--- src/rtl/gb_exu_seq_pkg.sv ---
// Shared definitions for the gb_exu_seq execute-stage sequencer.
// Holds the ALU control/signedness codes shared with gb_alu and the EXU op codes.
package gb_exu_seq_pkg;

  // gb_alu i_alu_ctrl encodings
  localparam logic [2:0] ALU_CTRL_ADD = 3'd0;
  localparam logic [2:0] ALU_CTRL_SUB = 3'd1;
  localparam logic [2:0] ALU_CTRL_SLL = 3'd2;
  localparam logic [2:0] ALU_CTRL_SRL = 3'd3;
  localparam logic [2:0] ALU_CTRL_SRA = 3'd4;
  localparam logic [2:0] ALU_CTRL_XOR = 3'd5;
  localparam logic [2:0] ALU_CTRL_OR  = 3'd6;
  localparam logic [2:0] ALU_CTRL_AND = 3'd7;

  // gb_alu operand signedness for the compare path (op1/op2)
  localparam logic [1:0] ALU_OP_UU = 2'b00;
  localparam logic [1:0] ALU_OP_SS = 2'b11;

  // Decoded execute ops
  typedef enum logic [3:0] {
    EXU_OP_ADD  = 4'd0,
    EXU_OP_SUB  = 4'd1,
    EXU_OP_SLL  = 4'd2,
    EXU_OP_SRL  = 4'd3,
    EXU_OP_SRA  = 4'd4,
    EXU_OP_XOR  = 4'd5,
    EXU_OP_OR   = 4'd6,
    EXU_OP_AND  = 4'd7,
    EXU_OP_SLT  = 4'd8,
    EXU_OP_SLTU = 4'd9,
    EXU_OP_BEQ  = 4'd10,
    EXU_OP_BNE  = 4'd11,
    EXU_OP_BLT  = 4'd12,
    EXU_OP_BGE  = 4'd13,
    EXU_OP_BLTU = 4'd14,
    EXU_OP_BGEU = 4'd15
  } exu_op_e;

  // Branch ops occupy the top of the code space.
  function automatic logic op_is_branch(input exu_op_e op);
    return (op >= EXU_OP_BEQ);
  endfunction

  // Only ADD/SUB/SLL/SRL/SRA have a 32-bit "W" form.
  function automatic logic op_w32_legal(input exu_op_e op);
    return (op <= EXU_OP_SRA);
  endfunction

endpackage

--- src/rtl/gb_exu_opmap.sv ---
// Combinational op mapper: turns {op, w32, rs1, rs2} into gb_alu control and operands.
// Subtraction is done as ADD with a negated op2 because the ALU SUB path only
// produces flags, not a result.
module gb_exu_opmap
  import gb_exu_seq_pkg::*;
#(
  parameter int XLEN = 64
) (
  input  exu_op_e         op,
  input  logic            w32,
  input  logic [XLEN-1:0] rs1,
  input  logic [XLEN-1:0] rs2,
  output logic [2:0]      alu_ctrl,
  output logic [1:0]      op_signed,
  output logic            w32_eff,
  output logic [XLEN-1:0] op1,
  output logic [XLEN-1:0] op2
);

  logic [XLEN-1:0] shamt_w;

  // W shifts only look at the low five bits of the shift amount
  assign shamt_w = {{(XLEN-5){1'b0}}, rs2[4:0]};
  // An illegal W request quietly falls back to the full-width op
  assign w32_eff = w32 & op_w32_legal(op);

  // Select ALU function and shape the operands for the requested op
  // NOTE: every output is given a default first so no path through the case infers a latch.
  always_comb begin
    alu_ctrl  = ALU_CTRL_ADD;
    op_signed = ALU_OP_SS;
    op1       = rs1;
    op2       = rs2;
    case (op)
      EXU_OP_ADD:  alu_ctrl = ALU_CTRL_ADD;
      EXU_OP_SUB:  op2 = ~rs2 + XLEN'(1);
      EXU_OP_SLL: begin
        alu_ctrl = ALU_CTRL_SLL;
        if (w32_eff) op2 = shamt_w;
      end
      EXU_OP_SRL: begin
        alu_ctrl = ALU_CTRL_SRL;
        if (w32_eff) begin
          op1 = {{(XLEN-32){1'b0}}, rs1[31:0]};
          op2 = shamt_w;
        end
      end
      EXU_OP_SRA: begin
        alu_ctrl = ALU_CTRL_SRA;
        if (w32_eff) begin
          op1 = {{(XLEN-32){rs1[31]}}, rs1[31:0]};
          op2 = shamt_w;
        end
      end
      EXU_OP_XOR:  alu_ctrl = ALU_CTRL_XOR;
      EXU_OP_OR:   alu_ctrl = ALU_CTRL_OR;
      EXU_OP_AND:  alu_ctrl = ALU_CTRL_AND;
      EXU_OP_SLT,
      EXU_OP_BLT,
      EXU_OP_BGE:  alu_ctrl = ALU_CTRL_SUB;
      EXU_OP_SLTU,
      EXU_OP_BLTU,
      EXU_OP_BGEU: begin
        alu_ctrl  = ALU_CTRL_SUB;
        op_signed = ALU_OP_UU;
      end
      EXU_OP_BEQ,
      EXU_OP_BNE:  alu_ctrl = ALU_CTRL_XOR;
      default:     alu_ctrl = ALU_CTRL_ADD;
    endcase
  end

endmodule

--- src/rtl/gb_exu_seq.sv ---
// Execute-stage sequencer: one-entry holding register between decode and writeback.
// Drives the combinational gb_alu and turns its result/flags into a writeback
// value or a taken-branch redirect, one cycle after accept.
// Optional build macro GB_EXU_PERF_EN adds retired/taken performance counters.
module gb_exu_seq
  import gb_exu_seq_pkg::*;
#(
  parameter int XLEN = 64,
  parameter int PC_W = 64
) (
  input  logic            i_clk,
  input  logic            i_rst,
  input  logic            i_valid,
  output logic            o_ready,
  input  logic [3:0]      i_op,
  input  logic            i_w32,
  input  logic [PC_W-1:0] i_pc,
  input  logic [XLEN-1:0] i_imm,
  input  logic [XLEN-1:0] i_rs1,
  input  logic [XLEN-1:0] i_rs2,
  input  logic [4:0]      i_rd,
  input  logic            i_flush,
  output logic            o_valid,
  input  logic            i_ready,
  output logic [XLEN-1:0] o_result,
  output logic [4:0]      o_rd,
  output logic            o_we,
  output logic            o_redir,
  output logic [PC_W-1:0] o_redir_pc,
  output logic [2:0]      o_alu_ctrl,
  output logic [1:0]      o_alu_op_signed,
  output logic            o_alu_w32,
  output logic [XLEN-1:0] o_alu_op1,
  output logic [XLEN-1:0] o_alu_op2,
  input  logic [XLEN-1:0] i_alu_res,
  input  logic            i_alu_z,
  input  logic            i_alu_lt
`ifdef GB_EXU_PERF_EN
  ,
  output logic [31:0]     o_perf_retired,
  output logic [31:0]     o_perf_taken
`endif
);

  logic            hold_v;
  exu_op_e         h_op;
  logic            h_w32;
  logic [PC_W-1:0] h_pc;
  logic [XLEN-1:0] h_imm;
  logic [XLEN-1:0] h_rs1;
  logic [XLEN-1:0] h_rs2;
  logic [4:0]      h_rd;

  logic accept;
  logic is_br;
  logic taken;
  logic w32_eff;

  assign o_ready = ~hold_v | i_ready;
  assign accept  = i_valid & o_ready;

  // Holding register: flush beats accept; otherwise load on accept or drain on consume
  // NOTE: the operand fields are reset as well, so the ALU sees ADD 0,0 right out of reset.
  always_ff @(posedge i_clk or posedge i_rst) begin
    if (i_rst) begin
      hold_v <= 1'b0;
      h_op   <= EXU_OP_ADD;
      h_w32  <= 1'b0;
      h_pc   <= '0;
      h_imm  <= '0;
      h_rs1  <= '0;
      h_rs2  <= '0;
      h_rd   <= '0;
    end else if (i_flush) begin
      hold_v <= 1'b0;
    end else if (accept) begin
      hold_v <= 1'b1;
      h_op   <= exu_op_e'(i_op);
      h_w32  <= i_w32;
      h_pc   <= i_pc;
      h_imm  <= i_imm;
      h_rs1  <= i_rs1;
      h_rs2  <= i_rs2;
      h_rd   <= i_rd;
    end else if (i_ready) begin
      hold_v <= 1'b0;
    end
  end

  gb_exu_opmap #(.XLEN(XLEN)) u_opmap (
    .op        (h_op),
    .w32       (h_w32),
    .rs1       (h_rs1),
    .rs2       (h_rs2),
    .alu_ctrl  (o_alu_ctrl),
    .op_signed (o_alu_op_signed),
    .w32_eff   (w32_eff),
    .op1       (o_alu_op1),
    .op2       (o_alu_op2)
  );

  assign o_alu_w32 = w32_eff;
  assign is_br     = op_is_branch(h_op);

  // Branch decision from the ALU flags
  always_comb begin
    taken = 1'b0;
    case (h_op)
      EXU_OP_BEQ:              taken = i_alu_z;
      EXU_OP_BNE:              taken = ~i_alu_z;
      EXU_OP_BLT, EXU_OP_BLTU: taken = i_alu_lt;
      EXU_OP_BGE, EXU_OP_BGEU: taken = ~i_alu_lt;
      default:                 taken = 1'b0;
    endcase
  end

  // Writeback value: compare flag for SLT/SLTU, sign-extended low word for W ops
  always_comb begin
    if (h_op == EXU_OP_SLT || h_op == EXU_OP_SLTU)
      o_result = {{(XLEN-1){1'b0}}, i_alu_lt};
    else if (w32_eff)
      o_result = {{(XLEN-32){i_alu_res[31]}}, i_alu_res[31:0]};
    else
      o_result = i_alu_res;
  end

  assign o_valid    = hold_v;
  assign o_rd       = h_rd;
  assign o_we       = hold_v & ~is_br & (h_rd != 5'd0) & ~i_flush;
  assign o_redir    = hold_v & is_br & taken & ~i_flush;
  assign o_redir_pc = h_pc + h_imm[PC_W-1:0];

`ifdef GB_EXU_PERF_EN
  logic retire;
  assign retire = hold_v & i_ready & ~i_flush;

  // Count ops handed to writeback and taken redirects among them
  always_ff @(posedge i_clk or posedge i_rst) begin
    if (i_rst) begin
      o_perf_retired <= '0;
      o_perf_taken   <= '0;
    end else begin
      if (retire)           o_perf_retired <= o_perf_retired + 32'd1;
      if (retire & o_redir) o_perf_taken   <= o_perf_taken + 32'd1;
    end
  end
`endif

endmodule

--- config.mk ---
export PLATFORM = sky130hd
export DESIGN_NAME = gb_exu_seq
export DESIGN_NICKNAME = d
export VERILOG_FILES = /design/src/rtl/gb_exu_seq_pkg.sv /design/src/rtl/gb_exu_opmap.sv /design/src/rtl/gb_exu_seq.sv
export SDC_FILE = /design/constraint.sdc
export NUM_CORES = 1
export LEC_CHECK = 0
export ABC_CLOCK_PERIOD_IN_PS = 15890
export CAP_MARGIN = 20
export CORE_AREA = 2 2 236 238
export DETAILED_ROUTE_END_ITERATION = 7
export DIE_AREA = 0 0 238 240
export SLEW_MARGIN = 20
export SYNTH_ARGS = -nofsm -noshare
export SYNTH_HDL_FRONTEND = slang
export SYNTH_SLANG_ARGS = --single-unit
--- constraint.sdc ---
create_clock -name i_clk -period 15.89 [get_ports i_clk]
set_clock_uncertainty 0.1 [all_clocks]
set_input_delay 4.767 -clock i_clk [delete_from_list [all_inputs] [get_ports i_clk]]
set_output_delay 4.767 -clock i_clk [all_outputs]
set_load 0.05 [all_outputs]
Yosys cells after proc, flatten, opt, wreduce, memory -nomap -nowiden
Index checks and enable logic that the tools add are counted.
{ "word_totals": {"regBits": 267, "output_inout_bits": 271} }
{ "classes": {"addsub": 2, "n_lt_le_gt_ge": 2, "eq_ne": 15, "muxes": 13, "bitwise_logic": 15, "reduce_logical": 10} }
{ "op_table": {"columns": ["op", "n"], "rows": [
  ["$mux W64", 5],
  ["$pmux W64 S2", 2],
  ["$add A64 B1 Y64 const B", 1],
  ["$add A64 B64 Y64", 1],
  ["$not A64 Y64", 1],
  ["$eq A4 B4 Y1 const B", 8],
  ["$pmux W3 S7", 1],
  ["$eq A4 B3 Y1 const B", 4],
  ["$reduce_or A3 Y1", 3],
  ["$and A1 B1 Y1", 8],
  ["$eq A4 B2 Y1 const B", 2],
  ["$reduce_or A6 Y1", 1],
  ["$not A1 Y1", 5],
  ["$reduce_bool A5 Y1", 1],
  ["$eq A4 B1 Y1 const B", 1],
  ["$ge A4 B4 Y1 const B", 1],
  ["$le A4 B3 Y1 const B", 1],
  ["$pmux W1 S4", 1],
  ["$reduce_or A2 Y1", 2],
  ["$mux W1", 3],
  ["$reduce_bool A3 Y1", 1],
  ["$mux W2", 1],
  ["$reduce_and A2 Y1", 1],
  ["$logic_or A1 B1 Y1", 1],
  ["$or A1 B1 Y1", 1]
]} }

Depth between registers and ports, before layout
{ "logic_depth": {"depth_word": 5, "ltp_mapped": 11, "ltp_nobuf": 11} }

Hierarchy
A second synthesis with hierarchy kept.
{ "hier_totals": {"cells_unflattened": 1649, "hier_area_um2": 16751.1} }
{ "by_module_without_submodules": {"columns": ["mod", "instances", "cells_each", "area_each_um2"], "rows": [
  ["gb_exu_seq", 1, 1268, 14353.8],
  ["gb_exu_opmap", 1, 381, 2397.3]
]} }

Least setup slack after synthesis
Ideal clock, no wire load.
{ "synth_path": {"path_kind": "in2out", "start": "input port i_alu_lt", "end": "output port o_redir", "t_arrival_ns": 6.600, "required_time_ns": 11.023, "path_slack_ns": 4.423, "path_stages": 3, "n_path_buf": 0, "path_cell_list": "nand2b_1 > a31oi_1 > nor4bb_1"} }
{ "synth_via": {"elab_chain_len": 4} }
{ "synth_lines": {"columns": ["element", "line_no", "rtl"], "rows": [
  ["start, declared", "gb_exu_seq.sv:37", "input logic i_alu_lt"],
  ["$not A1 Y1", "gb_exu_seq.sv:112", "EXU_OP_BGE, EXU_OP_BGEU: taken = ~i_alu_lt;"],
  ["$pmux W1 S4 (*)", "gb_exu_seq.sv:108", "case (h_op)"],
  ["$and A1 B1 Y1 (*) (2 in series)", "gb_exu_seq.sv:130", "assign o_redir = hold_v & is_br & taken & ~i_flush;"],
  ["end, declared", "gb_exu_seq.sv:28", "output logic o_redir,"]
]} }
Mark *: on every way between the ends. The rest lies on a longest branch, timed or not.

Final worst setup path
{ "layout_path": {"start": "input port i_alu_res[31]", "end": "output port o_result[54]"} }
{ "layout_via": {"elab_chain_len": 2} }
{ "layout_lines": {"columns": ["element", "line_no", "rtl"], "rows": [
  ["start, declared", "gb_exu_seq.sv:35", "input logic [XLEN-1:0] i_alu_res,"],
  ["$mux W64", "gb_exu_seq.sv:121", "else if (w32_eff)"],
  ["$mux W64", "gb_exu_seq.sv:119", "if (h_op == EXU_OP_SLT || h_op == EXU_OP_SLTU)"],
  ["end, declared", "gb_exu_seq.sv:25", "output logic [XLEN-1:0] o_result,"]
]} }
Every way passes these cells.

==> key figures <==
STA
  – Tcrit/Tclk final: 73.7%
  – Final setup fails: 0
  – RSZ-0062 raised after global routing: no
  – Slew of the pin with the lowest slew margin: ~1.1 ns
  – Max Slew Vio Count: 0
  – Relative slew slack: ~28%
  – Min Clock Period, post-route: 11.72 ns
  – Final setup TNS: 0 ns
  – FMAX: roughly 85 MHz
  – Final Hold Fails: 0

Logic synthesis
  – Synth Instances: 1669
  – Syn. warnings: 0
  – Most common flop cell mapped by yosys: dfrtp_1
  – Seq/Total Area, Yosys: 40.3%
  – EDFF count, synth: 0
  – Post-Syn Area: 16600 um^2
  – Post-synth ARST share: 100%
  – Synthesis-stage register bit count: 267
  – Post-synthesis cell type count: 66
  – Post-Syn Area per Cell: 9.93 um^2
  – Syn_nets: 2071

Placed design
  – Routability congestion estimate: 0.953
  – HPWL Detailed: 51.5 mm
  – Placed Cells: 2855
  – Port Buffer Count: slightly above 600

Setup path
  – Worst-path fanout max: 32
  – Cells along the critical path: clkdlybuf4s50_1, nand2_2, a21oi_1, clkdlybuf4s50_1
  – R2r endpoint: h_pc[23]$_DFFE_PP0P_
  – Top cell family by delay on the critical path: buffers and inverters
  – Worst setup EP type: primary output
  – Critical path's largest stage delay: 0.84 ns
  – Worst reg2reg path startpoint: o_valid$_DFFE_PP0P_
  – Worst endpoint required time: 11.02 ns
  – Worst path bufs/invs: 2
  – Worst setup SP type: input pin
  – Critical Path AT: a little under 7 ns
  – Worst path slowest cell: clkdlybuf4s50_1
  – Crit path kind: input pin to primary output
  – R2R depth: 5
  – Register-to-register path setup slack: 12.76 ns
  – Critical Path Most Common Cell: clkdlybuf4s50_1

Final layout
  – Final cell count without fillers: between 2000 and 3000
  – Most frequent cells in the layout: 607 x clkdlybuf4s50_1, 267 x mux2_2, 267 x dfrtp_1, 141 x o21ai_0, 139 x nand2_1
  – Share of layout cells above drive strength 1: 16.3%
  – Most common cell after layout, fill and taps aside: clkdlybuf4s50_1
  – # nets final: 2590
  – Synth-to-Final Area Change: 46.0%

Floorplan
  – Starting Density: 30.3%
  – Row count: 86
  – Die width: about 240 um
  – Die span in y: 240 um
  – Core footprint: 54700 um^2
  – Io pins: slightly above 600
  – Die area: 57100 um^2

Power and ir drop
  – Leakage: 0.00961 uW
  – Part of the power in registers: 22.4%
  – Combinational Power Share: 57.3%
  – VDD IR max: 0.000104 V
  – Switching share of power: 47.7%
  – Clk pwr share: 20.3%
  – Pint: 2100 uW
  – Power per Cell Area: 166 nW/um^2
  – Sw power: 1920 uW

CTS
  – H-tree depth: 2
  – Total CTS buffers: 35
  – Clock Tree Root: clkbuf_16
  – Clock sinks: about 270
  – CTS hold repair buffers: 0
  – Clk_lat worst skew: 0.53 ns
  – Clock Path Buffers: 3
  – Post_cts resized: 0
  – Post-CTS repair timing setup buffer count: 0
  – Clk pin slew, worst setup/hold paths: approximately 0.05 ns
  – CTS tree: yes

Detailed routing
  – Remaining DRCs: 0
  – Vias/cell: 5.23
  – 1st-pass router iterations: 6
  – WL per Instance: 22.6 um
  – Initial DRC count: ~870
  – Via count: around 15000
  – Post-route ant nets: 0
  – Drt total wl: 65.9 mm

Min path
  – Tightest Hold Check Type: flop to flop
  – Worst Hold Path EP: h_rs1[28]$_DFFE_PP0P_
  – Hold depth: 1
  – Hold Startpoint: h_rs1[28]$_DFFE_PP0P_

Global routing
  – Largest net degree at the start of global routing: 162
  – Number of global-route vias before repair: 15100
  – GR Util All Layers: 22.1%
  – Grt ovf: 0
  – First-pass GRT wire length: 95.6 mm
  – Initial antenna violation count: 12

Flow run
  – Max-cap violations: 0

Run status
  – Status: finished clean
==> worst max-delay path by stage <==
| stage | from | end | depth (start not counted) |
|---|---|---|---|
| finish | i_alu_res[31] | o_result[54] | 4 |
| global route | i_alu_res[31] | o_result[54] | 4 |
| CTS | i_alu_res[31] | o_result[54] | 4 |
| detailed placement | i_alu_res[31] | o_result[54] | 4 |
| global placement | i_alu_res[31] | o_result[51] | 4 |
| floorplan | i_rst | h_imm[0]$_DFFE_PP0P_ | 1 |
==> kinds of logic (layout without fill, tap and decap cells) <==
logic type,Yosys count,count (layout),synth area share (%)
and+or+nand+nor,405,405,12.6
adders and majority gates,65,65,4.95
muxes,267,267,18.1
DFF,267,267,40.3
buffers and inverters,160,703,4.43
other,0,7,0
xor gates and xnor gates,62,62,3.28
AOI/OAI and AO/OA,443,443,16.3
==> power groups by stage <==
stage,Clock (uW),Combinational (uW),Sequential (uW)
6_report,816,2300,898
5_1_grt,868,2400,917
4_1_cts,840,2300,898
2_1_floorplan,0,1540,878
3_3_place_gp,0,2290,902
3_5_place_dp,0,2290,909
==> layout make-up <==
type                            count  area [um^2]
Clock inverter                     12          179
Tap cell                          704          881
Inverter                           26          105
Timing Repair Buffer              616         6160
Fill cell                        5206        30500
Multi-Input combinational cell   1242         9190
Antenna cell                        7         17.5
Clock buffer                       49          990
Sequential cell                   267         6680
==> per-stage QoR <==
stage / util (%) / power, uW / worst slack (ns) / instance area [um^2] / hold WS (ns)
detailed placement: 42.1 / 3200 / 3.81 / 23000 / 0.396
finish: 44.3 / 4020 / 4.17 / 24200 / 0.404
floorplan: - / 2410 / 3.67 / 16600 / 0.381
global placement: 42.1 / 3190 / 3.92 / 23000 / 0.390
CTS: 44.2 / 4040 / 3.80 / 24200 / 0.406
global route: 44.3 / 4190 / 4.13 / 24200 / 0.422
==> worst register-to-register path, cell delays in order (launching register included) <==
cell and delay, ns:
dfrtp_1 0.40, nor2b_1 0.18, nor3b_2 0.27, buf_4 0.84, buf_6 0.76, mux2_2 0.45
==> sequential cells by signal (all words and copies together) (netlist names) <==
signal	count
h_rs1	64
h_rs2	64
h_imm	64
h_op	4
h_w32	1
h_pc	64
o_valid	1
o_rd	5
==> synthesized netlist by cell type (5+ instances only) <==
master	count	area (um^2)
or4_1	6	45.0
a31oi_1	12	75.1
dfrtp_1	267	6680
nor4_1	16	100
o31ai_1	27	203
nor3_1	38	190
and2_1	7	43.8
nand2b_1	7	43.8
or3_1	17	106
inv_1	26	97.6
nor2_1	65	244
xnor2_1	34	298
o211ai_1	5	37.5
mux2_2	267	3010
a21oi_1	121	606
nand3_1	12	60.1
o21ai_0	141	706
buf_4	33	248
nand2_1	141	529
a211oi_1	7	52.6
clkbuf_1	89	334
o21a_1	47	353
a21boi_0	7	52.6
xor2_1	28	245
buf_1	9	33.8
a21o_1	30	225
nand4_1	29	181
or2_2	5	31.3
nor2b_1	36	225
ha_1	64	801
o21bai_1	16	120
==> metal layers <==
metal / share of wire (%) / global-route usage (%) / wire length [um]
met5: 0.088 / 0 / 58
met4: 7.0 / 15.3 / 4610
met3: 7.3 / 5.53 / 4830
met2: 47 / 36.4 / 31200
met1: 38 / 25.3 / 25200
No activity file was read; power rests on OpenSTA's default activity.
